### src/rtl/vga_layer_pkg.sv
// vga_layer_pkg: shared definitions for the VGA layer scheduler.
// Register map, FSM state encoding, visible-vector bit positions (also used
// by the RGB mux) and the configuration register bundle.
package vga_layer_pkg;

    // Configuration register addresses
    localparam logic [2:0] CFG_SP1_X = 3'd0;
    localparam logic [2:0] CFG_SP1_Y = 3'd1;
    localparam logic [2:0] CFG_SP2_X = 3'd2;
    localparam logic [2:0] CFG_SP2_Y = 3'd3;
    localparam logic [2:0] CFG_EN    = 3'd4;

    // Bit positions inside the visible vector and the enable register
    localparam int VIS_SP1   = 0;
    localparam int VIS_SP2   = 1;
    localparam int VIS_LINES = 2;

    // Commit FSM states
    typedef enum logic [1:0] {
        IDLE   = 2'd0,
        DIRTY  = 2'd1,
        COMMIT = 2'd2
    } layer_state_e;

    // One full set of layer configuration (used for both shadow and active copies)
    typedef struct packed {
        logic [9:0] sp1_x;
        logic [9:0] sp1_y;
        logic [9:0] sp2_x;
        logic [9:0] sp2_y;
        logic [2:0] en;
    } layer_cfg_t;

    // Apply one register write to a configuration set; unmapped addresses leave it unchanged.
    function automatic layer_cfg_t cfg_apply(input layer_cfg_t cur,
                                             input logic [2:0] addr,
                                             input logic [9:0] data);
        layer_cfg_t nxt;
        nxt = cur;
        case (addr)
            CFG_SP1_X: nxt.sp1_x = data;
            CFG_SP1_Y: nxt.sp1_y = data;
            CFG_SP2_X: nxt.sp2_x = data;
            CFG_SP2_Y: nxt.sp2_y = data;
            CFG_EN:    nxt.en    = data[2:0];
            default:   nxt       = cur;
        endcase
        return nxt;
    endfunction

endpackage

### src/rtl/vga_sprite_hit.sv
// vga_sprite_hit: combinational rectangle test for one sprite.
// The right/bottom edges are computed in 11 bits so a sprite near the screen
// edge is clipped instead of wrapping back to column/row 0.
module vga_sprite_hit #(
    parameter int SPR_W = 32,
    parameter int SPR_H = 32
) (
    input  logic [9:0] x,
    input  logic [9:0] y,
    input  logic [9:0] pos_x,
    input  logic [9:0] pos_y,
    input  logic       en,
    output logic       hit
);

    localparam logic [10:0] W_EXT = 11'(SPR_W);
    localparam logic [10:0] H_EXT = 11'(SPR_H);

    logic [10:0] x_end;
    logic [10:0] y_end;

    // Pixel lies inside [pos, pos+size) on both axes and the sprite is enabled
    always_comb begin
        x_end = {1'b0, pos_x} + W_EXT;
        y_end = {1'b0, pos_y} + H_EXT;
        hit   = en
              && (x >= pos_x) && ({1'b0, x} < x_end)
              && (y >= pos_y) && ({1'b0, y} < y_end);
    end

endmodule

### src/rtl/vga_layer_ctrl.sv
// vga_layer_ctrl: per-pixel layer scheduler for the VGA output mux.
// Holds sprite positions and layer enables in a shadow copy that is written
// through a valid/ready port and copied to the active copy only at frame start,
// so the picture never tears mid-frame. Produces the registered 3-bit visible
// vector {lines, sp2, sp1} one cycle after x/y/video_on.
// Optional feature: define VGA_LAYER_BLINK_EN to blink sprite 2 with a
// half-period of 2^BLINK_LOG2 frames.
module vga_layer_ctrl
    import vga_layer_pkg::*;
#(
    parameter int SPR_W           = 32,
    parameter int SPR_H           = 32,
    parameter int LINE_PITCH_LOG2 = 5,
    parameter int BLINK_LOG2      = 5
) (
    input  logic       clk,
    input  logic       rst_n,
    input  logic [9:0] x,
    input  logic [9:0] y,
    input  logic       video_on,
    input  logic       frame_start,
    input  logic       cfg_valid,
    output logic       cfg_ready,
    input  logic [2:0] cfg_addr,
    input  logic [9:0] cfg_data,
    output logic [2:0] visible,
    output logic       commit_done
);

    layer_state_e state_q, state_d;
    logic         cfg_ready_q, cfg_ready_d;
    logic         commit_done_q, commit_done_d;

    layer_cfg_t   shadow_q, shadow_d;
    layer_cfg_t   active_q, active_d;

    logic [7:0]   frame_cnt_q, frame_cnt_d;
    logic [2:0]   visible_q, visible_d;

    logic         wr_acc;
    logic         sp1_hit;
    logic         sp2_hit;
    logic         lines_hit;
    logic         blink_on;

    // A write is taken whenever the port is ready; ready only drops while committing
    always_comb begin
        wr_acc   = cfg_valid && cfg_ready_q;
        shadow_d = shadow_q;
        if (wr_acc) begin
            shadow_d = cfg_apply(shadow_q, cfg_addr, cfg_data);
        end
    end

    // Commit FSM next state; the registered outputs are derived from the next state
    always_comb begin
        state_d = state_q;
        case (state_q)
            IDLE: begin
                // A write coinciding with frame_start only marks the shadow dirty;
                // it is committed at the following frame start.
                if (wr_acc) begin
                    state_d = DIRTY;
                end
            end
            DIRTY: begin
                // A same-cycle write lands in shadow now and is part of the copy.
                if (frame_start) begin
                    state_d = COMMIT;
                end
            end
            COMMIT: begin
                state_d = IDLE;
            end
            default: begin
                state_d = IDLE;
            end
        endcase
        cfg_ready_d   = (state_d != COMMIT);
        commit_done_d = (state_d == COMMIT);
    end

    // Commit FSM state and its registered handshake/status outputs
    always_ff @(posedge clk or negedge rst_n) begin
        if (!rst_n) begin
            state_q       <= IDLE;
            cfg_ready_q   <= 1'b1;
            commit_done_q <= 1'b0;
        end else begin
            state_q       <= state_d;
            cfg_ready_q   <= cfg_ready_d;
            commit_done_q <= commit_done_d;
        end
    end

    // Active copy follows shadow only during the single COMMIT cycle
    always_comb begin
        active_d = active_q;
        if (state_q == COMMIT) begin
            active_d = shadow_q;
        end
    end

    // Frame counter advances on every frame start and wraps naturally at 8 bits
    always_comb begin
        frame_cnt_d = frame_cnt_q;
        if (frame_start) begin
            frame_cnt_d = frame_cnt_q + 8'd1;
        end
    end

    // Configuration copies and frame counter; a reset discards pending shadow writes
    always_ff @(posedge clk or negedge rst_n) begin
        if (!rst_n) begin
            shadow_q    <= '0;
            active_q    <= '0;
            frame_cnt_q <= 8'd0;
        end else begin
            shadow_q    <= shadow_d;
            active_q    <= active_d;
            frame_cnt_q <= frame_cnt_d;
        end
    end

    vga_sprite_hit #(
        .SPR_W (SPR_W),
        .SPR_H (SPR_H)
    ) u_sp1_hit (
        .x     (x),
        .y     (y),
        .pos_x (active_q.sp1_x),
        .pos_y (active_q.sp1_y),
        .en    (active_q.en[VIS_SP1]),
        .hit   (sp1_hit)
    );

    vga_sprite_hit #(
        .SPR_W (SPR_W),
        .SPR_H (SPR_H)
    ) u_sp2_hit (
        .x     (x),
        .y     (y),
        .pos_x (active_q.sp2_x),
        .pos_y (active_q.sp2_y),
        .en    (active_q.en[VIS_SP2]),
        .hit   (sp2_hit)
    );

`ifdef VGA_LAYER_BLINK_EN
    // Sprite 2 is shown while the selected frame-counter bit is low
    assign blink_on = ~frame_cnt_q[BLINK_LOG2];
`else
    // Without blinking the frame counter has no consumer
    logic unused_frame_cnt;
    assign blink_on         = 1'b1;
    assign unused_frame_cnt = ^{frame_cnt_q, frame_cnt_q[BLINK_LOG2]};
`endif

    // Grid lines on every 2^LINE_PITCH_LOG2-th column and row
    always_comb begin
        lines_hit = active_q.en[VIS_LINES]
                 && ((x[LINE_PITCH_LOG2-1:0] == '0) || (y[LINE_PITCH_LOG2-1:0] == '0));
    end

    // Assemble the visible vector; blanking forces all layers off
    always_comb begin
        visible_d = 3'b000;
        if (video_on) begin
            visible_d[VIS_SP1]   = sp1_hit;
            visible_d[VIS_SP2]   = sp2_hit && blink_on;
            visible_d[VIS_LINES] = lines_hit;
        end
    end

    // Visible vector register: one pixel clock of latency from x/y/video_on
    always_ff @(posedge clk or negedge rst_n) begin
        if (!rst_n) begin
            visible_q <= 3'b000;
        end else begin
            visible_q <= visible_d;
        end
    end

    assign cfg_ready   = cfg_ready_q;
    assign commit_done = commit_done_q;
    assign visible     = visible_q;

endmodule

### config.mk
export PLATFORM = sky130hd
export DESIGN_NAME = vga_layer_ctrl
export DESIGN_NICKNAME = d
export VERILOG_FILES = /design/src/rtl/vga_layer_pkg.sv /design/src/rtl/vga_sprite_hit.sv /design/src/rtl/vga_layer_ctrl.sv
export SDC_FILE = /design/constraint.sdc
export NUM_CORES = 1
export LEC_CHECK = 0
export CORE_ASPECT_RATIO = 0.7
export CORE_UTILIZATION = 53
export DETAILED_ROUTE_END_ITERATION = 7
export GPL_ROUTABILITY_DRIVEN = 1
export PLACE_DENSITY = 0.77
export SETUP_SLACK_MARGIN = 0.3
export SLEW_MARGIN = 20
export SYNTH_ARGS = -nofsm -noshare
export SYNTH_HDL_FRONTEND = slang
export SYNTH_HIERARCHICAL = 1
export SYNTH_SLANG_ARGS = --single-unit
### constraint.sdc
create_clock -name clk -period 2.2 [get_ports clk]
set_clock_uncertainty 0.2 [all_clocks]
set_input_delay 0.33 -clock clk [delete_from_list [all_inputs] [get_ports clk]]
set_output_delay 0.33 -clock clk [all_outputs]
set_load 0.05 [all_outputs]
* Word level (Yosys, flattened, before mapping) *
Index checks and enable logic that the tools add are counted.

operators by class
  $add $sub $neg = 4
  order comparisons = 8
  equal/unequal tests = 8
  muxes and demuxes = 4
  reduce and logical (&&, ||, !) cells = 20

operators by type and width
  cell                                            number
  adder 10 x 6 -> 11 bit (second input constant)  4
  < comparator 10 x 11 -> 1 bit                   4
  >= comparator 10 bit                            4
  logical AND 1 bit                               10
  zero test 5 bit                                 2
  AND reduction 2 bit                             5
  == test 3 x 2 -> 1 bit (second input constant)  2
  == test 2 bit (second input constant)           2
  two-way mux 2 bit                               2
  case mux 2 bit (2 select lines)                 1
  == test 3 x 1 -> 1 bit (second input constant)  1
  == test 3 bit (second input constant)           1
  zero test 3 bit                                 1
  two-way mux 3 bit                               1
  == test 2 x 1 -> 1 bit (second input constant)  1
  zero test 2 bit                                 1
  != test 2 bit (second input constant)           1
  logical OR 1 bit                                1

word-level totals
  register bits after elaboration = 93
  input bits = 38
  output and inout bits = 5
  logic and storage cells = 58

* Depth between registers and ports, before layout *
  depth after elaboration = 6
  gate-level depth with buffers = 9

* Cells and area by module *
Netlist, hierarchy kept.

modules (own cells, without submodules)
  module          times used  cells an instance  area each (um2)  sequential area each (um2)
  vga_layer_ctrl  1           207                3520.9           2328.5
  vga_sprite_hit  2           121                898.4            0.0

* Worst setup path after synthesis *
OpenSTA, ideal clock, no wires.

  kind = reg2reg
  start point = reg active_q[38] (netlist name)
  end point = reg visible_q[0], in the netlist visible[0]
  library setup time = 0.066 ns
  arrival time = 1.850 ns
  path slack = 0.085 ns
  stages on the path, launching flop included = 9
  buffers on the path = 0
  cell sequence = dfrtp_1 > ha_1 > inv_1 > ha_1 > or4_1 > o21ai_1 > a21oi_1 > nor4_2 > and2_1

between the ends
  longest elaborated chain between the ends = 6
  elaborated cells between the ends (all ways) = 8
  those cells by class = add/sub (1); order compare (2); mux (1); reduce/logical (4)

ends and longest elaborated chain
  what                                                                RTL line                                    RTL
  from (decl)                                                         vga_layer_ctrl.sv:35                        layer_cfg_t active_q, active_d;
  from (signal assigned)                                              vga_layer_ctrl.sv:120                       active_q <= active_d;
  adder 10 x 6 -> 11 bit or >= comparator 10 bit (tied branches)      vga_sprite_hit.sv:24, vga_sprite_hit.sv:27
  < comparator 10 x 11 -> 1 bit or logical AND 1 bit (tied branches)  vga_sprite_hit.sv:27                        && (x >= pos_x) && ({1'b0, x} < x_end)
  logical AND 1 bit *                                                 vga_sprite_hit.sv:27
  logical AND 1 bit * (2 in series)                                   vga_sprite_hit.sv:28                        && (y >= pos_y) && ({1'b0, y} < y_end);
  via sp1_hit                                                         vga_layer_ctrl.sv:41                        logic sp1_hit;
  two-way mux 3 bit *                                                 vga_layer_ctrl.sv:168                       if (video_on) begin
  via visible_d[0]                                                    vga_layer_ctrl.sv:38                        logic [2:0] visible_q, visible_d;
  to (signal assigned)                                                vga_layer_ctrl.sv:180                       visible_q <= visible_d;
  to (decl)                                                           vga_layer_ctrl.sv:38

Mark *: on every way through the listed nets, which the timed path passes. The rest lies on a longest branch.
A chain may end at the register's enable or synchronous reset.

* Worst setup path in the final report *
  start point = reg active_q[29] (netlist name)
  end point = reg visible_q[0], in the netlist visible[0]

between the ends
  longest elaborated chain between the ends = 4
  elaborated cells between the ends (all ways) = 6
  those cells by class = add/sub (1); order compare (2); mux (1); reduce/logical (2)

ends and longest elaborated chain
  what                                                                RTL line
  adder 10 x 6 -> 11 bit or >= comparator 10 bit (tied branches)      vga_sprite_hit.sv:25, vga_sprite_hit.sv:28
  < comparator 10 x 11 -> 1 bit or logical AND 1 bit (tied branches)  vga_sprite_hit.sv:28
  logical AND 1 bit *                                                 vga_sprite_hit.sv:28
  via sp1_hit                                                         vga_layer_ctrl.sv:41
  two-way mux 3 bit *                                                 vga_layer_ctrl.sv:168
  via visible_d[0]                                                    vga_layer_ctrl.sv:38

Marked as above.

==> metrics.txt <==
Post-synth EDFFs=0; syn nets=551; post-DR wirelength/cell=17.9 um; vias per cell=5.59; maximum net fanout on the critical path=2; Hold Violations, Final=0; Num CTS Buffers=9; grt total ovfl=0; Ports=43; Hold WC Path Type=register to register; measured slew at the worst slew-check pin=0.560 ns; # clock sinks=93; Min Hold Slack=0.257 ns; Final ANT Viol Nets=0; Most used DFF post-synth=dfrtp_1; CTS clk-pin slew, worst paths=0.07 ns; Final Cycle Share=98.5%; overall die area=0.0104 mm^2; Slew HR=62.7%; global-route wire length before repair=19.5 mm; # H-tree levels=3; Skew-Pair Late Insertion Delay=0.34 ns; post-synthesis sequential area ratio=43.8%; RD Place Congestion=0.865; initial drt markers=125; share of cells above drive strength 1=35.1%; die width=122 um; Final nets=639; max-slew violation count=0; DRC Markers=0; Crit path max-delay family=simple AND/OR/NAND/NOR gates; Initial Util=54.7%; power per cell area=1160 mW/mm^2; overall power=7.85 mW; Total Wirelength=12.0 mm; worst vdd ir=0.694 mV; Worst setup SP type=register; synthesis-stage register bit count=93; core box area=0.00972 mm^2; Worst path slowest cell=dfrtp_1; status=complete, no violations; worst-case clock buffer depth=2; Crit path largest cell delay=0.41 ns; # port buffers=42; Synthesis Warnings=6; setup violators final=0; Layout area overhead=26.8%; Max Freq=461 MHz; worst-path cell chain=ha_4 > xnor2_2 > ha_1 > and4b_1 > a31oi_1 > a21oi_2 > nor4_2 > and2_1; hpwl dp=8.90 mm; Cell variety after synth=42; met2 Track Usage GR=39.4%; CP Buf/Inv Count=0; static leakage=3.18 nW; row cnt=30; Final Critical Period=2.17 ns; via count=3745; vias in the first global route=3799; Mapped Avg Cell Area=11.8 um^2; Post-Syn Area=0.00532 mm^2; clock tree root buffer cell=clkbuf_16; Die Y=85.8 um; CP endpoint kind=register; max cap viols=0; GRT busiest layer=met2; GRT Total Usage=24.8%; M1 GR Usage=34.6%; required time at the worst-slack endpoint=2.28 ns; asr flop ratio synth=100%; met3 Use GR=4.92%; Fin Setup TNS=0 ns; drt first pass iters=5; pin count of the biggest net entering global routing=45; Antenna Cells=0; WP data arrival=2.24 ns; RSZ-0062 raised after global routing=yes; kind of critical path=register to register; post-synthesis instance total=449; R2R Setup Slk=0.03 ns; antenna violations before repair=0; TritonCTS clock tree=built
==> state kept, by name, summed over array words and instances, names as in the netlist <==
register and count:
shadow_q 43, commit_done 1, visible 3, state_q 2, cfg_ready 1, active_q 43
==> worst paths after layout <==
check / endpoint / startpoint / cells after the start
max in group asynchronous: active_q[5] / rst_n / 3
max: visible[0] / active_q[29] / 8
min in group asynchronous: active_q[12] / rst_n / 2
min reg2reg: state_q[0] / state_q[1] / 1
min: state_q[0] / state_q[1] / 1
max reg2reg: visible[0] / active_q[29] / 8
==> area by class of cell <==
cell class,instances,area [um^2]
multi-input cells,300,3010
fillers,708,2980
flip-flops and latches,93,2330
repair buffers,85,783
clock buffers,11,243
inverters,48,180
well taps,128,160
clock inverters,5,35.0
==> repair_timing <==
| action | 4_1_cts | 5_1_grt |
|---|---|---|
| pin swaps | 6 | 10 |
| buffers inserted | 1 | 3 |
| hold buffers | 1 | 0 |
| gates cloned | 1 | 1 |
| hold endpoints to repair | 38 | 0 |
| resized for setup | 11 | 37 |
| endpoints found under the setup margin | 12 | 18 |
==> metal layers <==
metal | wire length (um) | part of all wire, % | vias to the layer above
li1 | - | - | 1807
met1 | 6020 | 50 | 1854
met2 | 5430 | 45 | 66
met3 | 344 | 2.9 | 18
met4 | 212 | 1.8 | 0
met5 | 0 | 0 | -
==> logic make-up (layout without fill, tap and decap cells) <==
logic type,after synthesis,in the layout,share of synthesized area [%]
flip-flops,93,93,43.8
XOR/XNOR,12,12,1.98
buffers and inverters,57,149,4.33
AND/OR/NAND/NOR,77,78,8.78
multiplexers,87,87,19.1
adder cells (fa/ha/maj),64,64,15.1
AO/OA/AOI/OAI,59,59,6.94
==> worst reg2reg max path, delay by kind of cell (launching register included) <==
kind            cells  cell delay, ns
compound gates      2            0.29
xor+xnor            1            0.13
fa+ha+maj           2            0.48
flops               1            0.41
simple gates        3            0.60
==> metrics by stage <==
stage | area, um^2 | setup slack (ns) | instances | utilization, %
CTS | 6550 | 0.0303 | 666 | 67.4
floorplan | 5380 | 0.207 | 449 | -
global placement | 6220 | -0.298 | 647 | 64.0
global route | 6740 | -0.0740 | 670 | 69.4
detailed placement | 6220 | -0.306 | 647 | 64.0
finish | 6740 | 0.0327 | 670 | 69.4
==> placed cells by master, fill, tap and decap left out, types with 4 or more instances in the layout <==
master and n:
dfrtp_1 90, mux2_2 70, ha_1 57, inv_1 47
buf_4 38, clkdlybuf4s50_1 33, a21oi_1 18, mux2_4 17
o21ai_0 12, nand2_1 11, nand3_1 11, clkbuf_16 9
xnor2_1 9, nand2b_1 6, ha_4 6, nor2_1 5
and3_1 5, dlygate4sd2_1 4, a21oi_2 4, nand4_1 4
nor2b_1 4, a31o_2 4
==> cells in the mapped netlist (5+ instances only) <==
cell type / n / area (um^2)
a21oi_1: 22 / 110
and3_1: 5 / 31.3
buf_2: 7 / 35.0
dfrtp_1: 92 / 2300
ha_1: 64 / 801
inv_1: 48 / 180
mux2_2: 77 / 867
mux2_4: 10 / 150
nand2_1: 12 / 45.0
nand2b_1: 7 / 43.8
nand3_1: 14 / 70.1
nor2_1: 5 / 18.8
o21ai_0: 12 / 60.1
xnor2_1: 12 / 105
==> where the power goes <==
| part | switching, mW | internal, mW |
|---|---|---|
| registers | 0.495 | 2.34 |
| clock network | 0.638 | 0.799 |
| logic | 1.69 | 1.89 |
(Power assumes the default switching activity.)
